### src/rtl/serial_addsub_pkg.sv
// serial_addsub_pkg
//   Shared types and elaboration helpers for the serial adder/subtractor.
//   - state_t    : control FSM encoding (IDLE / ADD / DONE)
//   - calc_steps : number of digit-serial ADD cycles per operation
//   - calc_cw    : width of the step counter (never narrower than 1 bit)
package serial_addsub_pkg;

  typedef enum logic [1:0] {
    IDLE = 2'd0,
    ADD  = 2'd1,
    DONE = 2'd2
  } state_t;

  function automatic int calc_steps(input int width, input int digit);
    return width / digit;
  endfunction

  // A single-step configuration still needs a 1-bit counter so that the
  // register and its compare stay well formed.
  function automatic int calc_cw(input int steps);
    int c;
    c = $clog2(steps);
    return (c < 1) ? 1 : c;
  endfunction

endpackage

### src/rtl/serial_digit_adder.sv
// serial_digit_adder
//   Purely combinational DIGIT-bit ripple slice used once per ADD cycle.
//   Ports:
//     x, y   : DIGIT-bit addends (low digits of the operand shift registers)
//     cin    : carry into bit 0 (running carry of the serial operation)
//     s      : DIGIT-bit slice sum
//     cout   : carry out of the top bit
//     c_msb  : carry into the top bit; XOR with cout gives signed overflow
//              when this slice holds the operand MSB
module serial_digit_adder #(
  parameter int DIGIT = 1
) (
  input  logic [DIGIT-1:0] x,
  input  logic [DIGIT-1:0] y,
  input  logic             cin,
  output logic [DIGIT-1:0] s,
  output logic             cout,
  output logic             c_msb
);

  // Ripple carry held in a single variable so the chain resolves inside one
  // block instead of through a self-referencing vector.
  logic c;

  always_comb begin
    s     = '0;
    c     = cin;
    c_msb = cin;
    for (int i = 0; i < DIGIT; i++) begin
      if (i == DIGIT - 1) c_msb = c;
      s[i] = x[i] ^ y[i] ^ c;
      c    = (x[i] & y[i]) | (c & (x[i] ^ y[i]));
    end
    cout = c;
  end

endmodule

### src/rtl/serial_addsub.sv
// serial_addsub
//   Digit-serial adder/subtractor. Operands are taken through a ready/valid
//   handshake, reduced DIGIT bits per clock over STEPS cycles, and the result
//   is presented through a ready/valid handshake that honours back-pressure.
//   Ports:
//     clk, rst            : clock, asynchronous active-low reset
//     in_valid / in_ready : operand handshake (in_ready only in IDLE)
//     a, b, sub           : operands and mode (0 = a+b, 1 = a-b)
//     out_valid/out_ready : result handshake (out_valid only in DONE)
//     sum, cout, ovf      : result, carry-out (no-borrow on subtract), signed
//                           overflow
//     busy                : high while the serial add is running
module serial_addsub
  import serial_addsub_pkg::*;
#(
  parameter int WIDTH = 8,
  parameter int DIGIT = 1
) (
  input  logic             clk,
  input  logic             rst,
  input  logic             in_valid,
  output logic             in_ready,
  input  logic [WIDTH-1:0] a,
  input  logic [WIDTH-1:0] b,
  input  logic             sub,
  output logic             out_valid,
  input  logic             out_ready,
  output logic [WIDTH-1:0] sum,
  output logic             cout,
  output logic             ovf,
  output logic             busy
);

  localparam int STEPS = calc_steps(WIDTH, DIGIT);
  localparam int CW    = calc_cw(STEPS);

  generate
    if (DIGIT < 1 || WIDTH < 2 || (WIDTH % DIGIT) != 0) begin : g_bad_param
      $error("serial_addsub: need WIDTH >= 2, DIGIT >= 1 and WIDTH %% DIGIT == 0");
    end
  endgenerate

  state_t           state, state_nxt;
  logic [WIDTH-1:0] a_reg, b_reg;
  logic [WIDTH-1:0] sum_nxt;
  logic [CW-1:0]    count;
  logic             carry;
  logic             last;

  logic [DIGIT-1:0] sl_s;
  logic             sl_cout;
  logic             sl_cmsb;

  assign last = (count == CW'(STEPS - 1));

  serial_digit_adder #(.DIGIT(DIGIT)) u_slice (
    .x     (a_reg[DIGIT-1:0]),
    .y     (b_reg[DIGIT-1:0]),
    .cin   (carry),
    .s     (sl_s),
    .cout  (sl_cout),
    .c_msb (sl_cmsb)
  );

  // ---------------------------------------------------------------------
  // FSM: state register
  // ---------------------------------------------------------------------
  always_ff @(posedge clk or negedge rst) begin
    if (!rst) state <= IDLE;
    else      state <= state_nxt;
  end

  // FSM: next state. DONE always returns to IDLE first, so a new operand is
  // never accepted in the same cycle a result is consumed.
  always_comb begin
    state_nxt = state;
    case (state)
      IDLE:    if (in_valid)  state_nxt = ADD;
      ADD:     if (last)      state_nxt = DONE;
      DONE:    if (out_ready) state_nxt = IDLE;
      default:                state_nxt = IDLE;
    endcase
  end

  // FSM: outputs decoded purely from state
  always_comb begin
    in_ready  = 1'b0;
    busy      = 1'b0;
    out_valid = 1'b0;
    case (state)
      IDLE:    in_ready  = 1'b1;
      ADD:     busy      = 1'b1;
      DONE:    out_valid = 1'b1;
      default: ;
    endcase
  end

  // ---------------------------------------------------------------------
  // Datapath
  // ---------------------------------------------------------------------
  // The result fills from the top: after STEPS shifts the first slice has
  // travelled down to the least significant digit.
  always_comb begin
    sum_nxt                    = sum >> DIGIT;
    sum_nxt[WIDTH-1 -: DIGIT]  = sl_s;
  end

  always_ff @(posedge clk or negedge rst) begin
    if (!rst) begin
      a_reg <= '0;
      b_reg <= '0;
      sum   <= '0;
      count <= '0;
      carry <= 1'b0;
      cout  <= 1'b0;
      ovf   <= 1'b0;
    end else begin
      case (state)
        IDLE: begin
          if (in_valid) begin
            // Subtract as a + ~b + 1: invert b here and seed the carry.
            a_reg <= a;
            b_reg <= sub ? ~b : b;
            carry <= sub;
            count <= '0;
            sum   <= '0;
          end
        end
        ADD: begin
          sum   <= sum_nxt;
          a_reg <= a_reg >> DIGIT;
          b_reg <= b_reg >> DIGIT;
          carry <= sl_cout;
          count <= count + 1'b1;
          if (last) begin
            // The final slice holds the operand MSB, so its carries give
            // both the unsigned carry and the signed overflow.
            cout <= sl_cout;
            ovf  <= sl_cout ^ sl_cmsb;
          end
        end
        default: ;  // DONE holds everything stable for back-pressure
      endcase
    end
  end

endmodule

### config.mk
export PLATFORM = sky130hd
export DESIGN_NAME = serial_addsub
export DESIGN_NICKNAME = d
export VERILOG_FILES = /design/src/rtl/serial_addsub_pkg.sv /design/src/rtl/serial_digit_adder.sv /design/src/rtl/serial_addsub.sv
export SDC_FILE = /design/constraint.sdc
export NUM_CORES = 1
export LEC_CHECK = 0
export BUFFER_PORTS_ARGS = -buffer_cell sky130_fd_sc_hd__buf_2
export CAP_MARGIN = 40
export CORE_ASPECT_RATIO = 1.5
export CORE_MARGIN = 1
export CORE_UTILIZATION = 56
export CTS_BUF_LIST = sky130_fd_sc_hd__clkbuf_2
export DETAILED_ROUTE_END_ITERATION = 10
export GPL_TIMING_DRIVEN = 0
export MAX_ROUTING_LAYER = met4
export PLACE_DENSITY = 0.91
export REMOVE_ABC_BUFFERS = 1
export SYNTH_ARGS = -nofsm -noshare
export SYNTH_HDL_FRONTEND = slang
export SYNTH_SLANG_ARGS = --single-unit
### constraint.sdc
create_clock -name clk -period 1.4 [get_ports clk]
set_input_delay 0.28 -clock clk [delete_from_list [all_inputs] [get_ports clk]]
set_output_delay 0.28 -clock clk [all_outputs]
set_load 0.02 [all_outputs]
==> results.ini <==
[power_and_ir_drop]
leakage_nw=0.975
peakVddDrop_mv=1.08
p_per_area_nw_per_um2=1930
p_total_mw=3.80

[synthesis]
synth_cell_types=24
synth_edf_count=0
async_reset_ff_share_pct=100
synth_cells=149
synthAdderAreaFrac_pct=2.88
synthMuxAreaShare_pct=0.639
synth_compound_area_share_pct=24.3
synthFlopType=dfrtp_1
synth_area_leaders=dfrtp_1, a22oi_1, a22o_1, xor2_1, o21ai_0
synth-simple-area-share_pct=10.6
netlist_area_um2=1570
yosysSeqAreaShare_pct=51.2
ys_seq_elements=32
yosysWarnings=0
avgSynthCellArea_um2=10.5
synth_top_family_by_area=compound AO/OA/AOI/OAI gates
synth.top_cell.area_share_pct=51.2
synthXorXnorAreaFrac_pct=5.04
synth_area_leader_cell=dfrtp_1

[critical_path]
worst_setup_path_start_kind=flip-flop
critical_path.endpoint_type=output port
worst-setup-path-type=flip-flop to output port
critPathMaxFanout=7
arrival_ps=1250
crit_required_ps=1120

[final_layout]
drive_gt1_share_pct=34.5
fin_cells=234
mostFrequentLayoutCell=buf_2
most-common-layout-cells=buf_2, dfrtp_1, a22oi_1
finish.utilization_pct=73.6
area_delta_synth_final_pct=25.9
nets=220
finish.instance_area_um2=1970
antenna_cells=0

[clock_tree]
clock-sinks=32
clkTransAtPathRegs_ps=160
cts_buffers=5
max-clock-path-buffers=2
clkLatencyLatePin_ps=370
cts_tree=built
htreeDepth=2
cts-root-buf=clkbuf_2

[global_route]
antenna_found_initial=0
grt-ovfl-total=0
grt_pass1_wl_mm=5.91
grt_max_degree=33
grt_pass1_vias=1371
track_usage_pct=28.6

[floorplan]
start_util_pct=58.5
die_w_um=45.2
fp.coreArea_um2=2680
std_cell_rows=23
pin_count=34
die_h_um=66.8
die-area_um2=3010

[job]
max_cap_viol_count=0

[sta]
rsz0062_at_grt=yes
fin_crit_ps=1530
relSlewSlack_pct=52.3
drv_slew=0
fin_worst_skew_ps=14.1
setup_tns_ps=-566
hold_violations=0
tightest_slew_ps=715
setup_viol=13
timing.final.crit_share_pct=109
fmax_ghz=0.652
setup_ws_ps=-133

[drt]
drt_iter0_drc=35
top_layer=met4
wire_per_inst_um=16.4
antenna_left=0
viasPerCell=5.91
wirelength_mm=3.85
via_count=1383
wl_met2_mm=2.09
dr_wl_met3_um=227
drc_errors=0
firstDrtPassIters=6
wl_met1_mm=1.45

[placed_design]
gp_congestion=0.831
io_buffers=33
dp.cells=209
dp_hpwl_mm=2.10
placed_area_um2=1720

[outcome]
failed_checks=negative setup slack
status=finished, violations left

[hold_path]
hp-class=primary input to flip-flop

[per-layer routing]
| metal | GRT usage (%) | vias up |
|---|---|---|
| met5 | - | - |
| met2 | 47.6 | 67 |
| met1 | 31.0 | 679 |
| li1 | - | 624 |
| met3 | 8.13 | 13 |
| met4 | 12.1 | 0 |
[worst paths after layout]
kind / startpoint / end / slack, ps / cells after the start
max in group asynchronous: rst / state[1] / 390 / 2
setup reg to reg: state[1] / sum[4] / -40 / 4
hold reg to reg: sum[0] / sum[0] / 510 / 1
setup / recovery: state[1] / out_valid / -130 / 4
hold / removal: out_ready / state[1] / 80 / 2
min in group asynchronous: rst / a_reg[0] / 490 / 2
[synthesized netlist by cell type (all sizes together), types with 2 or more instances]
cell type and instances:
dfrtp 32, ha 2, nor2 3, nand2 13, buf 9, a21oi 10
inv 6, a2bb2oi 3, a22o 9, xor2 9, nor2b 9, nor3b 3
nand2b 2, a22oi 19, o21ai 15
[power by group]
part / total [mW] / internal (mW) / switching [mW] / leakage, nW
Sequential: 1.58 / 1.28 / 0.296 / 0.415
Combinational: 1.78 / 0.816 / 0.963 / 0.529
Clock: 0.441 / 0.134 / 0.307 / 0.0306
[layout make-up]
type                    instances  area (um^2)
flip-flops and latches         32          806
multi-input cells             102          739
fillers                       197          706
repair buffers                 48          304
well taps                      37         46.3
clock buffers                   7         35.0
inverters                       6         30.0
repair inverters                1         6.26
clock inverters                 1         3.75
[critical path: stages (launching register included)]
cell and delay, ps:
dfrtp_4 520, buf_8 150, nand2b_4 70, inv_2 30, buf_6 120
[cells by family after synthesis]
| group | count (synthesis) |
|---|---|
| buffers and inverters | 16 |
| adder cells (fa/ha/maj) | 3 |
| flip-flops | 32 |
| AND/OR/NAND/NOR | 31 |
| AO/OA/AOI/OAI | 57 |
| XOR/XNOR | 9 |
| multiplexers | 1 |
[stage by stage]
stage / hold WS (ps) / setup WS [ps]
detailed placement: 367 / -438
CTS: 54.9 / -149
floorplan: -15.6 / -66.0
global route: 111 / -187
global placement: 354 / -451
finish: 81.5 / -133
[what timing repair did]
action                                  4_1_cts  5_1_grt
hold buffers                                  1        0
buffers inserted                             10        4
cloned                                        2        0
hold endpoints to repair                     32        0
resized for setup                            20        7
endpoints found under the setup margin       32       26
Note: power is estimated with default switching activity, not from simulation.
